--- config.mk ---
export PLATFORM = sky130hd
export DESIGN_NAME = bram_bank_arbiter
export DESIGN_NICKNAME = d
export VERILOG_FILES = /design/src/rtl/bram_bank_arbiter.sv
export SDC_FILE = /design/constraint.sdc
export NUM_CORES = 1
export LEC_CHECK = 0
export ABC_AREA = 0
export CORE_AREA = 5 5 96 98
export CTS_CLUSTER_SIZE = 20
export DETAILED_ROUTE_END_ITERATION = 8
export DIE_AREA = 0 0 101 103
export PLACE_DENSITY = 0.81
export SLEW_MARGIN = 15
export SYNTH_ARGS = -nofsm -noshare
export SYNTH_HDL_FRONTEND = slang
export SYNTH_SLANG_ARGS = --single-unit
--- constraint.sdc ---
create_clock -name clk -period 1.4 [get_ports clk]
set_input_delay 0.14 -clock clk [delete_from_list [all_inputs] [get_ports clk]]
set_output_delay 0.14 -clock clk [all_outputs]
set_load 0.005 [all_outputs]
--- src/rtl/bram_bank_arbiter.sv ---
// Two-port arbiter in front of one registered-read block-RAM bank; sequences read latency back to the owner.
// Optional round-robin arbitration when BRAM_ARB_RR_EN is defined (fixed A > B otherwise).
module bram_bank_arbiter #(
    parameter int ADDR_W = 10,
    parameter int DATA_W = 32,
    parameter int RD_LAT = 1
) (
    input  logic                clk,
    input  logic                reset,
    input  logic                a_req,
    input  logic                a_we,
    input  logic [ADDR_W-1:0]   a_addr,
    input  logic [DATA_W-1:0]   a_wdata,
    input  logic [DATA_W/8-1:0] a_wben,
    output logic                a_gnt,
    output logic                a_rvalid,
    output logic [DATA_W-1:0]   a_rdata,
    input  logic                b_req,
    input  logic                b_we,
    input  logic [ADDR_W-1:0]   b_addr,
    input  logic [DATA_W-1:0]   b_wdata,
    input  logic [DATA_W/8-1:0] b_wben,
    output logic                b_gnt,
    output logic                b_rvalid,
    output logic [DATA_W-1:0]   b_rdata,
    output logic                ram_re,
    output logic [ADDR_W-1:0]   ram_raddr,
    output logic                ram_we,
    output logic [ADDR_W-1:0]   ram_waddr,
    output logic [DATA_W-1:0]   ram_wdata,
    output logic [DATA_W/8-1:0] ram_wben,
    input  logic [DATA_W-1:0]   ram_rdata
);
    localparam int BE_W = DATA_W / 8;
    localparam logic [1:0] LAT_INIT = 2'(RD_LAT);

    typedef enum logic {IDLE, RD_WAIT} state_t;

    state_t     state_reg, state_next;
    logic [1:0] cnt_reg, cnt_next;
    logic       owner_reg, owner_next;   // 0 = A, 1 = B
    logic       idle_ok, prio_a, grant_a, grant_b, any_grant, rd_done;
    logic       win_we;
    logic [ADDR_W-1:0] win_addr;
    logic [DATA_W-1:0] win_wdata;
    logic [BE_W-1:0]   win_wben;

`ifdef BRAM_ARB_RR_EN
    logic last_gnt_reg;   // 0 = A, 1 = B

    always_ff @(posedge clk) begin
        if (reset)
            last_gnt_reg <= 1'b1;
        else if (any_grant)
            last_gnt_reg <= grant_b;
    end

    // The port that did not win last time gets precedence on a conflict.
    assign prio_a = last_gnt_reg;
`else
    assign prio_a = 1'b1;
`endif

    assign idle_ok   = (state_reg == IDLE) && !reset;
    assign grant_a   = idle_ok && a_req && (!b_req || prio_a);
    assign grant_b   = idle_ok && b_req && !grant_a;
    assign any_grant = grant_a || grant_b;
    assign win_we    = grant_b ? b_we    : a_we;
    assign win_addr  = grant_b ? b_addr  : a_addr;
    assign win_wdata = grant_b ? b_wdata : a_wdata;
    assign win_wben  = grant_b ? b_wben  : a_wben;
    assign rd_done   = (state_reg == RD_WAIT) && (cnt_reg == 2'd0) && !reset;

    always_ff @(posedge clk) begin
        if (reset) begin
            state_reg <= IDLE;
            cnt_reg   <= 2'd0;
            owner_reg <= 1'b0;
        end else begin
            state_reg <= state_next;
            cnt_reg   <= cnt_next;
            owner_reg <= owner_next;
        end
    end

    always_comb begin
        state_next = state_reg;
        cnt_next   = cnt_reg;
        owner_next = owner_reg;
        case (state_reg)
            IDLE: begin
                if (any_grant && !win_we) begin
                    state_next = RD_WAIT;
                    cnt_next   = LAT_INIT;
                    owner_next = grant_b;
                end
            end
            RD_WAIT: begin
                if (cnt_reg == 2'd0)
                    state_next = IDLE;
                else
                    cnt_next = cnt_reg - 2'd1;
            end
            default: state_next = IDLE;
        endcase
    end

    always_comb begin
        a_gnt     = grant_a;
        b_gnt     = grant_b;
        ram_re    = 1'b0;
        ram_raddr = '0;
        ram_we    = 1'b0;
        ram_waddr = '0;
        ram_wdata = '0;
        ram_wben  = '0;
        a_rvalid  = rd_done && !owner_reg;
        b_rvalid  = rd_done && owner_reg;
        if (any_grant) begin
            if (win_we) begin
                ram_we    = 1'b1;
                ram_waddr = win_addr;
                ram_wdata = win_wdata;
                ram_wben  = win_wben;
            end else begin
                ram_re    = 1'b1;
                ram_raddr = win_addr;
            end
        end
    end

    // Returned data is forced to zero on each lane outside the owner's rvalid cycle.
    genvar gi;
    generate
        for (gi = 0; gi < BE_W; gi++) begin : g_lane
            assign a_rdata[gi*8 +: 8] = a_rvalid ? ram_rdata[gi*8 +: 8] : 8'h00;
            assign b_rdata[gi*8 +: 8] = b_rvalid ? ram_rdata[gi*8 +: 8] : 8'h00;
        end
    endgenerate

endmodule

==> impl_metrics.env <==
export IMPL_outcome="finished, violations left"
export IMPL_violations="negative setup slack"
export IMPL_firstDrtPassIters=4
export IMPL_numCtsBuffers=3
export IMPL_die_w_um=101
export IMPL_final_antenna_net_count=0
export IMPL_num_vias=3269
export IMPL_largest_reg_flops=2
export IMPL_max_stage_delay_ns=0.55
export IMPL_final_hold_viol_count=0
export IMPL_setup_viol=128
export IMPL_place_detailed_hpwl_um=8230
export IMPL_ir_drop_uv=221
export IMPL_dp_cells=617
export IMPL_clock_path_buffers=2
export IMPL_die_area_um2=10400
export IMPL_cp_data_arrival_time_ns=1.88
export IMPL_crit_fanout=5
export IMPL_yosys_warnings=0
export IMPL_skew_ns=0.00397
export IMPL_slew_limit_headroom=0.783
export IMPL_insertion_delay_ns=0.23
export IMPL_critical_path_cell_chain="or4b_4 -> buf_12 -> clkinv_16 -> mux2i_4 -> buf_6 -> nor2_1 -> buf_2"
export IMPL_crit_slowest_cell="or4b_4"
export IMPL_path_class="flop to primary output"
export IMPL_power_leakage_nw=2.83
export IMPL_yosysUniqueCellTypes=27
export IMPL_power_density_nw_per_um2=324
export IMPL_critPathCaptureType="primary output"
export IMPL_synthArstFlopShare=0
export IMPL_htreeDepth=1
export IMPL_fin_cells=695
export IMPL_num_io_pins=256
export IMPL_synthCells=256
export IMPL_antenna_found_initial=1
export IMPL_start_util=0.170
export IMPL_root_buffer="clkbuf_8"
export IMPL_grt_overflow_total=0
export IMPL_period_needed_ns=2.02
export IMPL_path_clk_slew_ns=0.04
export IMPL_port_buffers=255
export IMPL_grt_pass1_vias=3485
export IMPL_yosys_register_bits=4
export IMPL_wirelength_um=14500
export IMPL_grt_max_degree=34
export IMPL_synth_area_per_cell_um2=5.57
export IMPL_fin_nets=719
export IMPL_grt_use_total=0.234
export IMPL_cts_sinks=4
export IMPL_fin_crit_sh=1.45
export IMPL_die_y_um=103
export IMPL_worstMarginPinSlew_ns=0.324
export IMPL_synth_flop_cell="dfxtp_1"
export IMPL_fmax_mhz=494
export IMPL_drc_errors=0
export IMPL_area_delta_synth_final_pct=298
export IMPL_cts_tree="done"
export IMPL_cp_start_kind="flop"
export IMPL_core_um2=8380
export IMPL_grt_pass1_wl_um=18900
export IMPL_crit_required_ns=1.26
export IMPL_drive_above_1_share=0.642
export IMPL_cts_hold_buf=0
export IMPL_timing_final_ws_setup_ns=-0.625
export IMPL_rsz0062_at_grt="true"
export IMPL_gp_congestion=0.841
export IMPL_hold_ws_ns=0.422
export IMPL_slew_violations=0
export IMPL_ys_seq_area_frac=0.0561
export IMPL_synth_edf_count=0
export IMPL_hold_path_class="primary input to flop"
export IMPL_num_rows=34
export IMPL_post_drt_via_cell_ratio=4.70
export IMPL_synth_area_um2=1430
export IMPL_syn_num_nets=387
export IMPL_wl_per_cell_um=20.8
export IMPL_drt_iter0_markers=61
export IMPL_max_cap_violations=0
==> final cells by class <==
class,instances,area [um2]
Inverter,5,45.0
Sequential cell,4,83.8
Multi-Input combinational cell,225,1850
Timing Repair inverter,6,125
Timing Repair Buffer,343,3400
Fill cell,597,2700
Clock buffer,3,41.3
Tap cell,108,135
Antenna cell,1,2.50
==> synth_stat cells, drive strengths merged, types with 2 or more instances <==
master  instances  area [um2]
a211oi          2        15.0
or3b            2        17.5
nor2           23        86.3
nor3b           3        22.5
and2           65         407
o21ai           2        10.0
dfxtp           4        80.1
mux2i          10         100
a21oi          36         180
nand2          73         274
clkbuf         10        37.5
buf            12        82.6
inv             4        15.0
==> what timing repair did <==
action,CTS,global route
pin swaps,78,45
buffers inserted,34,26
endpoints found under the setup margin,128,129
gates cloned,15,3
resized for setup,564,193
==> worst paths after layout <==
check | slack [ns] | start | endpoint | cells after the start
max | -0.62 | state_reg | ram_raddr[5] | 7
min | 0.42 | reset | cnt_reg[1] | 3
max reg2reg | -0.37 | state_reg | owner_reg | 7
min reg2reg | 0.60 | cnt_reg[0] | cnt_reg[0] | 3
==> stage by stage <==
| step | setup slack (ns) | power, mW | cell area [um2] | setup TNS (ns) | utilization |
|---|---|---|---|---|---|
| 2_1_floorplan | -0.0851 | 0.397 | 1470 | -2.24 | - |
| 3_3_place_gp | -0.917 | 1.05 | 4240 | -91.25 | 0.506 |
| 3_5_place_dp | -0.952 | 1.07 | 4240 | -95.37 | 0.506 |
| 4_1_cts | -0.612 | 1.69 | 5240 | -61.83 | 0.626 |
| 5_1_grt | -0.632 | 1.91 | 5680 | -62.55 | 0.678 |
| 6_report | -0.625 | 1.84 | 5680 | -59.11 | 0.678 |
==> report_power, final <==
part / total [mW] / internal (mW) / switching, mW
Clock: 0.278 / 0.186 / 0.0915
Combinational: 1.43 / 0.873 / 0.559
Sequential: 0.129 / 0.125 / 0.00471
==> cell usage in the layout, fill, tap and decap left out, types with 2 or more instances in the layout <==
cell	synthesis	final
clkdlybuf4s50_1	0	124
mux2i_2	0	3
and2_4	0	44
nand2_4	0	25
clkinv_16	0	3
a21oi_1	36	5
nor3b_2	0	2
nor2_2	0	4
nor2_1	23	18
buf_6	1	71
buf_2	6	72
mux2i_4	0	7
inv_2	0	3
buf_4	3	29
nand2_1	73	31
clkbuf_16	0	2
clkbuf_8	0	3
bufbuf_16	0	3
a21oi_2	0	31
buf_8	1	8
clkbuf_2	0	11
buf_16	0	7
dfxtp_2	0	3
buf_12	0	11
clkinv_8	0	3
and2_1	65	21
nand2_2	0	17
dlygate4sd2_1	0	5
==> routing by layer <==
| metal | vias up | share of wire | global-route usage |
|---|---|---|---|
| met4 | 0 | 0.048 | 0.0787 |
| met1 | 1542 | 0.32 | 0.230 |
| li1 | 1489 | - | - |
| met3 | 46 | 0.086 | 0.0717 |
| met5 | - | 0 | 0 |
| met2 | 192 | 0.55 | 0.463 |
==> worst max-delay path: cells and delay by family (launching register included) <==
kind	cells	cell delay, ns
flip-flops	1	0.32
buffers and inverters	4	0.48
multiplexers	1	0.25
AND/OR/NAND/NOR	2	0.58
==> logic make-up after synthesis <==
kind of cell	Yosys count	share of synthesized area
simple gates	171	0.602
compound gates	43	0.162
buf+inv	27	0.101
mux	10	0.0702
flops	4	0.0561
fa+ha+maj	1	0.00877
Power figures use the tool's default switching activity.
